[src/rtl/song_sequencer.sv]
// Table-driven melody player: plays a song from an internal writable note RAM.
// Each RAM entry is {end, dur[1:0], pitch[3:0]} and produces a square-wave tone.
//
// Ports:
//   clk_100MHz  system clock, rising edge
//   rst_n       asynchronous active-low reset
//   play        start request (level, sampled each clock while idle)
//   stop        abort playback; wins over every other transition
//   loop        restart at entry 0 after the last note (sampled at break exit)
//   wr_en       note RAM write strobe, honoured only while idle
//   wr_addr     note RAM write address
//   wr_data     {end, dur[1:0], pitch[3:0]}
//   tune        speaker drive, all-ones or all-zeros
//   busy        high while a note or its trailing break is playing
//   note_idx    address of the entry being played; holds its value when idle
//   done        one-cycle pulse when a non-looping song ends naturally
module song_sequencer #(
    parameter int CLK_FREQ  = 100_000_000,
    parameter int DEPTH     = 32,
    parameter int UNIT_CYC  = 20_000_000,
    parameter int BREAK_CYC = 10_000_000,
    parameter int OUT_W     = 8
) (
    input  logic                     clk_100MHz,
    input  logic                     rst_n,
    input  logic                     play,
    input  logic                     stop,
    input  logic                     loop,
    input  logic                     wr_en,
    input  logic [$clog2(DEPTH)-1:0] wr_addr,
    input  logic [6:0]               wr_data,
    output logic [OUT_W-1:0]         tune,
    output logic                     busy,
    output logic [$clog2(DEPTH)-1:0] note_idx,
    output logic                     done
);

    localparam int AW    = $clog2(DEPTH);
    localparam int DUR_W = $clog2(4 * UNIT_CYC) + 1;
    localparam int BRK_W = $clog2(BREAK_CYC + 1);
    localparam int HP_W  = $clog2(CLK_FREQ / 2 + 1) + 1;

    localparam logic [BRK_W-1:0] BRK_LAST = BRK_W'(BREAK_CYC - 1);

    localparam logic [1:0] S_IDLE  = 2'd0;
    localparam logic [1:0] S_NOTE  = 2'd1;
    localparam logic [1:0] S_BREAK = 2'd2;

    // Half period in clock cycles for each pitch code; code 0 is a rest.
    function automatic logic [HP_W-1:0] half_period(input logic [3:0] p);
        int f;
        int h;
        unique case (p)
            4'd1:    f = 262;
            4'd2:    f = 277;
            4'd3:    f = 294;
            4'd4:    f = 311;
            4'd5:    f = 330;
            4'd6:    f = 349;
            4'd7:    f = 370;
            4'd8:    f = 392;
            4'd9:    f = 415;
            4'd10:   f = 440;
            4'd11:   f = 466;
            4'd12:   f = 494;
            4'd13:   f = 554;
            4'd14:   f = 588;
            4'd15:   f = 660;
            default: f = 0;
        endcase
        h = (f == 0) ? 1 : CLK_FREQ / (2 * f);
        if (h < 1) h = 1;
        return HP_W'(h);
    endfunction

    logic [6:0]       mem [DEPTH];
    logic [1:0]       state;
    logic [AW-1:0]    idx;
    logic [DUR_W-1:0] dur_cnt;
    logic [BRK_W-1:0] brk_cnt;
    logic [HP_W-1:0]  tone_cnt;
    logic             phase;

    logic [6:0]       cur;
    logic [3:0]       cur_pitch;
    logic [1:0]       cur_dur;
    logic             cur_end;
    logic [DUR_W-1:0] note_last;
    logic [HP_W-1:0]  hp_last;
    logic             last_entry;

    // RAM contents survive reset; writes are locked out during playback so
    // the entry being read stays stable.
    always_ff @(posedge clk_100MHz) begin
        if (wr_en && state == S_IDLE) begin
            mem[wr_addr] <= wr_data;
        end
    end

    always_comb begin
        cur        = mem[idx];
        cur_pitch  = cur[3:0];
        cur_dur    = cur[5:4];
        cur_end    = cur[6];
        hp_last    = half_period(cur_pitch) - HP_W'(1);
        last_entry = cur_end || (idx == AW'(DEPTH - 1));
        unique case (cur_dur)
            2'd0:    note_last = DUR_W'(UNIT_CYC - 1);
            2'd1:    note_last = DUR_W'(2 * UNIT_CYC - 1);
            2'd2:    note_last = DUR_W'(3 * UNIT_CYC - 1);
            default: note_last = DUR_W'(4 * UNIT_CYC - 1);
        endcase
    end

    always_ff @(posedge clk_100MHz or negedge rst_n) begin
        if (!rst_n) begin
            state    <= S_IDLE;
            idx      <= '0;
            dur_cnt  <= '0;
            brk_cnt  <= '0;
            tone_cnt <= '0;
            phase    <= 1'b0;
            tune     <= '0;
            done     <= 1'b0;
        end else begin
            done <= 1'b0;
            if (stop) begin
                state    <= S_IDLE;
                dur_cnt  <= '0;
                brk_cnt  <= '0;
                tone_cnt <= '0;
                phase    <= 1'b0;
                tune     <= '0;
            end else begin
                unique case (state)
                    S_IDLE: begin
                        if (play) begin
                            state    <= S_NOTE;
                            idx      <= '0;
                            dur_cnt  <= '0;
                            tone_cnt <= '0;
                            phase    <= 1'b0;
                            tune     <= '0;
                        end
                    end
                    S_NOTE: begin
                        if (dur_cnt == note_last) begin
                            // Exit edge silences the output even if a
                            // toggle would land on this same cycle.
                            state    <= S_BREAK;
                            dur_cnt  <= '0;
                            brk_cnt  <= '0;
                            tone_cnt <= '0;
                            phase    <= 1'b0;
                            tune     <= '0;
                        end else begin
                            dur_cnt <= dur_cnt + DUR_W'(1);
                            if (cur_pitch != 4'd0) begin
                                if (tone_cnt == hp_last) begin
                                    tone_cnt <= '0;
                                    phase    <= ~phase;
                                    tune     <= {OUT_W{~phase}};
                                end else begin
                                    tone_cnt <= tone_cnt + HP_W'(1);
                                end
                            end
                        end
                    end
                    S_BREAK: begin
                        if (brk_cnt == BRK_LAST) begin
                            brk_cnt <= '0;
                            if (last_entry) begin
                                if (loop) begin
                                    state <= S_NOTE;
                                    idx   <= '0;
                                end else begin
                                    state <= S_IDLE;
                                    done  <= 1'b1;
                                end
                            end else begin
                                state <= S_NOTE;
                                idx   <= idx + AW'(1);
                            end
                        end else begin
                            brk_cnt <= brk_cnt + BRK_W'(1);
                        end
                    end
                    default: state <= S_IDLE;
                endcase
            end
        end
    end

    assign busy     = (state == S_NOTE) || (state == S_BREAK);
    assign note_idx = idx;

endmodule

[config.mk]
export PLATFORM = sky130hd
export DESIGN_NAME = song_sequencer
export DESIGN_NICKNAME = d
export VERILOG_FILES = /design/src/rtl/song_sequencer.sv
export SDC_FILE = /design/constraint.sdc
export NUM_CORES = 1
export LEC_CHECK = 0
export ABC_CLOCK_PERIOD_IN_PS = 177200
export CORE_MARGIN = 4
export CORE_UTILIZATION = 30
export CTS_BUF_LIST = sky130_fd_sc_hd__clkbuf_16
export CTS_CLUSTER_SIZE = 25
export DETAILED_ROUTE_END_ITERATION = 10
export GPL_ROUTABILITY_DRIVEN = 0
export PLACE_DENSITY = 0.53
export RECOVER_POWER = 100
export SLEW_MARGIN = 20
export SYNTH_ARGS = -nofsm -noshare
export SYNTH_HDL_FRONTEND = slang
export SYNTH_SLANG_ARGS = --single-unit
[constraint.sdc]
create_clock -name clk_100MHz -period 177.2 [get_ports clk_100MHz]
set_input_delay 44.3 -clock clk_100MHz [delete_from_list [all_inputs] [get_ports clk_100MHz]]
set_output_delay 44.3 -clock clk_100MHz [all_outputs]
set_load 0.05 [all_outputs]
Yosys cells after proc, flatten, opt, wreduce, memory -nomap -nowiden
Memory sizes are Yosys's and may differ from the RTL's.
Cells that the tools add are included.
Cells by class
  equality and inequality tests: 16
  muxes and demuxes: 48
  bitwise logic cells: 2
  add/subtract/negate cells: 5
  reduce and logical (&&, ||, !) cells: 16
  $lt $le $gt $ge: 1
  div/mod/pow operators: 1
Operators by type and width (count)
  $mux W27: 6
  $mux W28: 3
  $pmux W27 S3: 1
  $mux W24: 3
  $pmux W28 S2: 1
  $pmux W27 S2: 1
  $pmux W24 S2: 1
  $mux W8: 5
  $div A28 B32 Y32 const A: 1
  $logic_not A32 Y1: 1
  $lt A32 B2 Y1 const B: 1
  $mux W32: 1
  $add A28 B1 Y28 const B: 1
  $eq A28 B28 Y1: 1
  $add A27 B1 Y27 const B: 1
  $eq A27 B27 Y1: 1
  $sub A27 B1 Y27 const B: 1
  $add A24 B1 Y24 const B: 1
  $eq A24 B24 Y1 const B: 1
  $mux W5: 4
  $pmux W8 S2: 1
  $mux W1: 13
  $ne A3 B3 Y1 const B: 4
  $mux W2: 5
  20 further kinds: 30
Word-level totals
  bits in read-only memories: 160
  output and inout bits: 15
  RAM bits: 224
  register bits after elaboration: 96
  memories: 2
Memory list
  mem: words 32, bits a word 7, read ports 1, clocked after Yosys merged registers in 0, wr ports 1, line 76  | logic [6:0] mem [DEPTH];
  (no name shown): words 16, bits a word 10, read ports 1, clocked after Yosys merged registers in 0, wr ports 0, line 53  | unique case (p)

Logic depth before layout (Yosys ltp)
Gate-level depths: netlist of run 1.
An unclocked memory read counts as a cell.
  word-level depth: 13
  mapped depth: 453
  mapped depth without buffers: 409

Worst setup path before layout of run 1
No wires, ideal clock.
  path kind: register to register
  from: reg idx[1] (netlist: note_idx[1])
  to: reg tone_cnt[15]
  setup time: 0.120 ns
  cell stages (with the launch flop): 428
  path slack: 96.462 ns
  arrival time: 80.618 ns
  period minus slack after synthesis: 80.738 ns
  cells stage by stage: dfrtp_1 buf_2 mux2i_1 a22oi_1 nand3_1 nand4_1 buf_1 clkbuf_1 o21ai_0 o22ai_1 ha_1 and2_1 a21oi_1 a211oi_1 a311oi_1 nor3b_2 ha_1 nor3_1 (+392 left out) or3b_1 a2111oi_0 o2111ai_1 a2111oi_4 ha_1 clkbuf_1 nand2_1 or3_1 buf_1 o21ai_0 a21oi_1 nor4_1 nand3_1 nor2_1 o221ai_4 a21oi_2 buf_6 nor2_1
On the way
  word-level cells in the longest chain between the ends: 13
Ends and longest elaborated chain
  start, declared: line 78  | logic [AW-1:0] idx;
  start signal, assigned: line 182  | idx <= idx + AW'(1);
  $mem_v2 Z32 W7 *
  $mem_v2 Z16 W10
  $div A28 B32 Y32 or $logic_not A32 Y1 (tied branches): line 71  | h = (f == 0) ? 1 : CLK_FREQ / (2 * f);
  $mux W32: line 71
  $lt A32 B2 Y1: line 72  | if (h < 1) h = 1;
  $mux W27: line 72
  $sub A27 B1 Y27: line 105  | hp_last = half_period(cur_pitch) - HP_W'(1);
  $eq A27 B27 Y1: line 159  | if (tone_cnt == hp_last) begin
  $mux W27: line 159
  $mux W27: line 158  | if (cur_pitch != 4'd0) begin
  $mux W27: line 147  | if (dur_cnt == note_last) begin
  $pmux W27 S2: line 135  | unique case (state)
  $mux W27: line 127  | if (stop) begin
  end signal, assigned: line 164  | tone_cnt <= tone_cnt + HP_W'(1);
  end, declared: line 81  | logic [HP_W-1:0] tone_cnt;
Mark *: on every way between the ends. The rest lies on a longest branch, timed or not. The select of a mux whose other input is x is not followed.
A chain may end at the register's enable or synchronous reset.

Final worst setup path of run 1
  from: reg idx[0] (netlist: note_idx[0])
  to: reg tune[6]
On the way
  word-level cells in the longest chain between the ends: 10
Ends and longest elaborated chain
  $mem_v2 Z32 W7 *
  $mem_v2 Z16 W10
  $div A28 B32 Y32 or $logic_not A32 Y1 (tied branches): line 71
  $mux W32: line 71
  $lt A32 B2 Y1: line 72
  $mux W27: line 72
  $sub A27 B1 Y27: line 105
  $eq A27 B27 Y1: line 159
  $ne A4 B4 Y1 (no source line)
  $reduce_and A4 Y1 (no source line)
  end signal, assigned: line 162  | tune <= {OUT_W{~phase}};
  end, declared: line 32  | output logic [OUT_W-1:0] tune,
Mark *: on every way between the ends. The rest lies on a longest branch, timed or not.

==> flow_metrics.env, run 1 <==
export IMPL_final_cell_mix="nor2_1 (433), nand2_1 (356), a21oi_1 (309), ha_1 (252), edfxtp_1 (224)"
export IMPL_holdPathEnd="brk_cnt[3]"
export IMPL_grt_antenna_before_repair=2
export IMPL_finClkSkew_ns=0.0283
export IMPL_path_max_fanout=38
export IMPL_finalHoldViolCount=0
export IMPL_cts_sinks=312
export IMPL_drive_above_1_share_pct=7.01
export IMPL_drv_cap=17
export IMPL_r2r_start="note_idx[0]"
export IMPL_yosys_area_share_simple_pct=23.7
export IMPL_via_count=33400
export IMPL_ant_nets=0
export IMPL_track_usage_pct=16.9
export IMPL_whs_ns=0.495
export IMPL_violations="max-capacitance violations, max-slew violations"
export IMPL_clockBufferDepth=3
export IMPL_cts_tree="yes"
export IMPL_cts_made_buffers=34
export IMPL_rows=127
export IMPL_status="complete, but fails checks"
export IMPL_wire_per_inst_um=18.9
export IMPL_fp_dieArea_um2=127000
export IMPL_die_x_um=356
export IMPL_cts_resized=0
export IMPL_synth_area_leaders="edfxtp_1 (19%), ha_1 (8.7%), dfrtp_1 (6.1%), nor2_1 (4.5%), xnor2_1 (4.4%)"
export IMPL_grt_pass1_wl_mm=177
export IMPL_crit_path_start="note_idx[0]"
export IMPL_syn_area_per_cell_um2=8.37
export IMPL_rsz0062_at_grt="no"
export IMPL_critical_path_slowest_cell="nor4_1"
export IMPL_synth_edf_count=224
export IMPL_io_pins=33
export IMPL_cp_required_ns=177.56
export IMPL_clk_pin_slew_worst_paths_ns=0.06
export IMPL_ys_ff_latch=312
export IMPL_crit_path_start_kind="register"
export IMPL_cts_hold_buf=0
export IMPL_fin_tns_setup_ns=0
export IMPL_reg2reg_depth=393
export IMPL_grt_overflow=0
export IMPL_synth_compound_area_share_pct=25.3
export IMPL_synthDistinctLibCells=142
export IMPL_synthXorXnorAreaFrac_pct=7.58
export IMPL_hold_path_class="register to register"
export IMPL_io_buffers=32
export IMPL_grt_pass1_vias=31200
export IMPL_post_cts_buffers=0
export IMPL_grt_max_degree=64
export IMPL_seqCellArea_um2=8930
export IMPL_viasPerCell=5.64
export IMPL_max_clock_freq_mhz=9.39
export IMPL_crit_top_cell="a21o_1"
export IMPL_clockRootBuffer="clkbuf_16"
export IMPL_insertion_delay_ns=0.55
export IMPL_finalCritPeriodShare_pct=60.1
export IMPL_ys_seq_area_share_pct=24.6
export IMPL_synth_top_area_cell="edfxtp_1"
export IMPL_worst_pin_slew_ns=3.57
export IMPL_fillers=12600
export IMPL_async_flop_share_pct=28.2
export IMPL_dp_hpwl_mm=83.1
export IMPL_finalCriticalPeriod_ns=106.45
export IMPL_wl_mm=112
export IMPL_syn_to_final_growth_pct=7.87
export IMPL_hold_depth=1
export IMPL_syn_inst=4333
export IMPL_ys_flop_type="edfxtp_1"
export IMPL_drt_initial_drc_count=2697
export IMPL_synth_top_family_by_area="compound AO/OA/AOI/OAI gates"
export IMPL_crit_type="register to register"
export IMPL_finalSetupViolations=0
export IMPL_synthAdderAreaFrac_pct=8.72
export IMPL_synthesis_area_um2=36300
export IMPL_initial_core_util_pct=30.2
export IMPL_insertedDiodeCount=0
export IMPL_drv_slew=510
export IMPL_end_kind="register"
export IMPL_drc=0
export IMPL_yosysWarnings=0
export IMPL_htreeDepth=2
export IMPL_slew_headroom_pct=-138
export IMPL_drtPass1Iterations=6
export IMPL_synth_top_cell_area_share_pct=18.5
export IMPL_hp_start="brk_cnt[3]"
export IMPL_synth_mux_area_share_pct=6.62
export IMPL_multi_input_area_um2=26000
export IMPL_die_h_um=356
export IMPL_critPathArrivalTime_ns=106.81
export IMPL_r2r_slack_ns=70.75
export IMPL_r2r_end="tune[6]"
export IMPL_layout_commonest_cell="nor2_1"
export IMPL_core_area_um2=120000
export IMPL_slowest_delay_ns=2.16
export IMPL_fin_nets=4557
==> flip-flops by register name, indices dropped and copies added (netlist names) <==
name	cells
dur_cnt	28
brk_cnt	24
note_idx	5
tune	1
state	2
tone_cnt	27
done	1
mem	224
==> through the flow <==
step	util, %	worst slack (ns)	std cells	instance area [µm²]
2_1_floorplan	-	96.46	4336	36300
3_3_place_gp	31.9	87.77	5863	38300
3_5_place_dp	31.9	86.11	5863	38300
4_1_cts	32.8	85.69	5923	39300
5_1_grt	32.6	60.50	5923	39100
6_report	32.6	70.75	5923	39100
==> cell families (layout without fill, tap and decap cells) <==
kind of cell | after synthesis | after routing
AND/OR/NAND/NOR | 1651 | 1651
AO/OA/AOI/OAI | 1322 | 1322
XOR/XNOR | 312 | 312
flip-flops | 312 | 312
buffers and inverters | 292 | 267
adder cells (fa/ha/maj) | 253 | 253
multiplexers | 190 | 190
other | 1 | 4
==> metal layers <==
metal / global-route usage [%] / share of wire (%)
met4: 3.10 / 1.7
met3: 1.22 / 4.2
met5: 0 / 0.0063
met2: 27.3 / 45
met1: 24.9 / 49
==> worst max path at each step <==
stage	endpoint	slack [ns]	cells past startpoint
after CTS	tune[6]	85.69	394
final	tune[6]	70.75	393
after global placement	tune[6]	87.77	395
after floorplan	tone_cnt[15]	96.46	427
after global routing	tune[6]	60.50	395
after detailed placement	tune[6]	86.11	392
==> Yosys cell counts, drive strengths merged (15+ instances only) <==
library cell and n:
a2111oi 22, a211o 17, a211oi 38, a21boi 28, a21o 150, a21oi 311, a22oi 25, a311oi 15
a31oi 57, and2 59, and3 56, and4 31, buf 79, clkbuf 91, dfrtp 88, edfxtp 224
ha 252, inv 122, mux2 48, mux2i 107, mux4 35, nand2 358, nand2b 91, nand3 144
nand3b 16, nand4 58, nor2 433, nor2b 48, nor3 132, nor3b 19, nor4 54, nor4b 17
o2111ai 15, o211ai 53, o21a 58, o21ai 254, o21bai 24, o22ai 25, o31ai 53, or2 37
or3 58, xnor2 182, xor2 130
==> critical path, delay by kind of cell (launching register included) <==
kind | cells | cell delay, ns
muxes | 5 | 0.94
and+or+nand+nor | 127 | 36.34
DFF | 1 | 0.34
AOI/OAI and AO/OA | 216 | 49.34
xor gates and xnor gates | 1 | 0.26
buffers and inverters | 13 | 8.28
adders and majority gates | 31 | 10.51
==> layout make-up <==
class	instances	share of cell area, %
inverters	122	1.17
multi-input cells	3732	66.5
repair buffers	85	1.66
clock buffers	34	2.18
flip-flops and latches	312	22.8
clock inverters	26	0.496
well taps	1612	5.16
Power of run 1 is not shown: default switching activity piles up to over one toggle a cycle in this logic, so the estimate is an artifact.
==> run 2, diff against run 1 <==
--- a/config.mk
+++ b/config.mk
@@ -5,14 +5,14 @@
 export SDC_FILE = /design/constraint.sdc
 export NUM_CORES = 1
 export LEC_CHECK = 0
-export ABC_CLOCK_PERIOD_IN_PS = 177200
+export ABC_CLOCK_PERIOD_IN_PS = 95900
 export CORE_MARGIN = 4
 export CORE_UTILIZATION = 30
 export CTS_BUF_LIST = sky130_fd_sc_hd__clkbuf_16
 export CTS_CLUSTER_SIZE = 25
 export DETAILED_ROUTE_END_ITERATION = 10
 export GPL_ROUTABILITY_DRIVEN = 0
-export PLACE_DENSITY = 0.53
+export PLACE_DENSITY = 0.54
 export RECOVER_POWER = 100
 export SLEW_MARGIN = 20
 export SYNTH_ARGS = -nofsm -noshare
==> constraint.sdc (replaced) <==
create_clock -name clk_100MHz -period 95.9 [get_ports clk_100MHz]
set_input_delay 23.975 -clock clk_100MHz [delete_from_list [all_inputs] [get_ports clk_100MHz]]
set_output_delay 23.975 -clock clk_100MHz [all_outputs]
set_load 0.05 [all_outputs]
==> run 2 against run 1 <==
Against the previous run: the run still ends with max-capacitance violations, max-slew violations left; wire length about the same; core utilization increased by 0.31 points; worst hold slack improved by 0.0052 ns; clock skew increased by 0.0020 ns; via count decreased by 0.26%; largest cell class unchanged; global-route usage about the same; fmax increased by 20%; sequential share of layout area decreased by 0.21 points; register-to-register slack got worse by 64 ns; design area increased by 0.96%; non-clock buffer count increased by 3; critical path depth decreased by 8.
==> flow_metrics.env, run 2 (synthesized netlist as in run 1, its figures left out) <==
export IMPL_status="complete, but fails checks"
export IMPL_violations="max-capacitance violations, max-slew violations"
export IMPL_core_area_um2=120000
export IMPL_slowest_delay_ns=0.83
export IMPL_grt_pass1_vias=31200
export IMPL_die_x_um=356
export IMPL_finalSetupViolations=0
export IMPL_drtPass1Iterations=6
export IMPL_dp_slack_ns=4.63
export IMPL_finClkSkew_ns=0.0303
export IMPL_design_area_um2=39500
export IMPL_wire_per_inst_um=18.9
export IMPL_fin_nets=4562
export IMPL_largest_register_ffs=224
export IMPL_crit_top_cell="a21o_1"
export IMPL_cp_required_ns=96.30
export IMPL_critical_path_slowest_cell="or4_1"
export IMPL_grt_overflow=0
export IMPL_syn_to_final_growth_pct=8.91
export IMPL_cts_hold_buf=0
export IMPL_dpl_cell_area_um2=38300
export IMPL_largest_registers="mem (224), dur_cnt (28), tone_cnt (27)"
export IMPL_path_max_fanout=48
export IMPL_finalHoldViolCount=0
export IMPL_viasPerCell=5.62
export IMPL_drv_cap=7
export IMPL_finalCriticalPeriod_ns=88.74
export IMPL_track_usage_pct=17.0
export IMPL_wl_mm=112
export IMPL_whs_ns=0.500
export IMPL_finalCritPeriodShare_pct=92.5
export IMPL_initial_core_util_pct=30.2
export IMPL_end_kind="register"
export IMPL_slew_headroom_pct=-121
export IMPL_fp_dieArea_um2=127000
export IMPL_grt_max_degree=58
export IMPL_via_count=33300
export IMPL_cts_made_buffers=34
export IMPL_layout_commonest_cell="nor2_1"
export IMPL_cts_tree="yes"
export IMPL_clockBufferDepth=3
export IMPL_die_h_um=356
export IMPL_drt_initial_drc_count=2706
export IMPL_fillers=12500
export IMPL_insertion_delay_ns=0.56
export IMPL_top_register="mem"
export IMPL_grt_antenna_before_repair=2
export IMPL_setup_slack_ns=7.16
export IMPL_ant_nets=0
export IMPL_fin_tns_setup_ns=0
export IMPL_final_cell_mix="nor2_1 (425), nand2_1 (356), a21oi_1 (307), ha_1 (252), edfxtp_1 (224)"
export IMPL_rows=127
export IMPL_cts_sinks=312
export IMPL_drv_slew=256
export IMPL_crit_path_start_kind="register"
export IMPL_io_pins=33
export IMPL_hold_path_class="register to register"
export IMPL_clockRootBuffer="clkbuf_16"
export IMPL_drc=0
export IMPL_grt_pass1_wl_mm=177
export IMPL_htreeDepth=2
export IMPL_clk_pin_slew_worst_paths_ns=0.06
export IMPL_io_buffers=32
export IMPL_worst_pin_slew_ns=3.31
export IMPL_max_clock_freq_mhz=11.3
export IMPL_critPathArrivalTime_ns=89.14
export IMPL_drive_above_1_share_pct=8.13
export IMPL_crit_type="register to register"
export IMPL_dp_hpwl_mm=82.6
-- run 2: cell types whose count changed in the layout (fill, tap and decap cells not counted), sizes merged --
cell           delta
a21oi             +1
clkinvlp          +1
diode             +2
dlygate4sd3       -1
inv               -1
clkdlybuf4s50     -1
buf              +12
a211oi            +1
clkbuf            -7
clkinv            -1
bufinv            +2
-- run 2: area by class of cell --
type	count	area [µm²]	area share (%)
multi-input combinational	3734	26300	66.5
sequential	312	8930	22.6
tap	1612	2020	5.11
clock buffer	34	851	2.15
timing repair buffer	88	708	1.79
inverter	122	458	1.16
clock inverter	27	254	0.643
antenna	2	5.00	0.0127
-- run 2: path summary, 6_finish.rpt --
check / from / end / slack [ns] / depth (start not counted)
setup / recovery: note_idx[1] / tune[6] / 7.16 / 385
hold / removal: brk_cnt[3] / brk_cnt[3] / 0.50 / 1
setup reg to reg: note_idx[1] / tune[6] / 7.16 / 385
hold reg to reg: brk_cnt[3] / brk_cnt[3] / 0.50 / 1
max in group asynchronous: rst_n / note_idx[1] / 67.71 / 2
min in group asynchronous: rst_n / brk_cnt[14] / 23.87 / 1
-- run 2: metal layers --
metal	wire (µm)	global-route usage, %
met1	54700	24.8
met5	0	0
met4	2150	3.64
met2	50400	27.5
met3	4630	1.12
-- run 2: through the flow --
stage,utilization (%),instances
6_report,32.9,5931
5_1_grt,32.9,5930
4_1_cts,32.8,5920
3_5_place_dp,31.9,5859
3_3_place_gp,31.9,5859
2_1_floorplan,-,4336
-- run 2: what timing repair did --
item	in CTS	in global routing
buffers inserted	0	7
setup endpoints to repair	0	28
gates resized for setup	0	19
-- run 2: critical path: cells and delay by family (launching register included) --
family | cells | cell delay [ns]
fa+ha+maj | 30 | 9.66
buf+inv | 11 | 2.58
compound gates | 210 | 44.99
flops | 1 | 0.70
simple gates | 125 | 27.58
xor+xnor | 1 | 0.20
mux | 8 | 2.57
Power of run 2 is left out for the same reason.
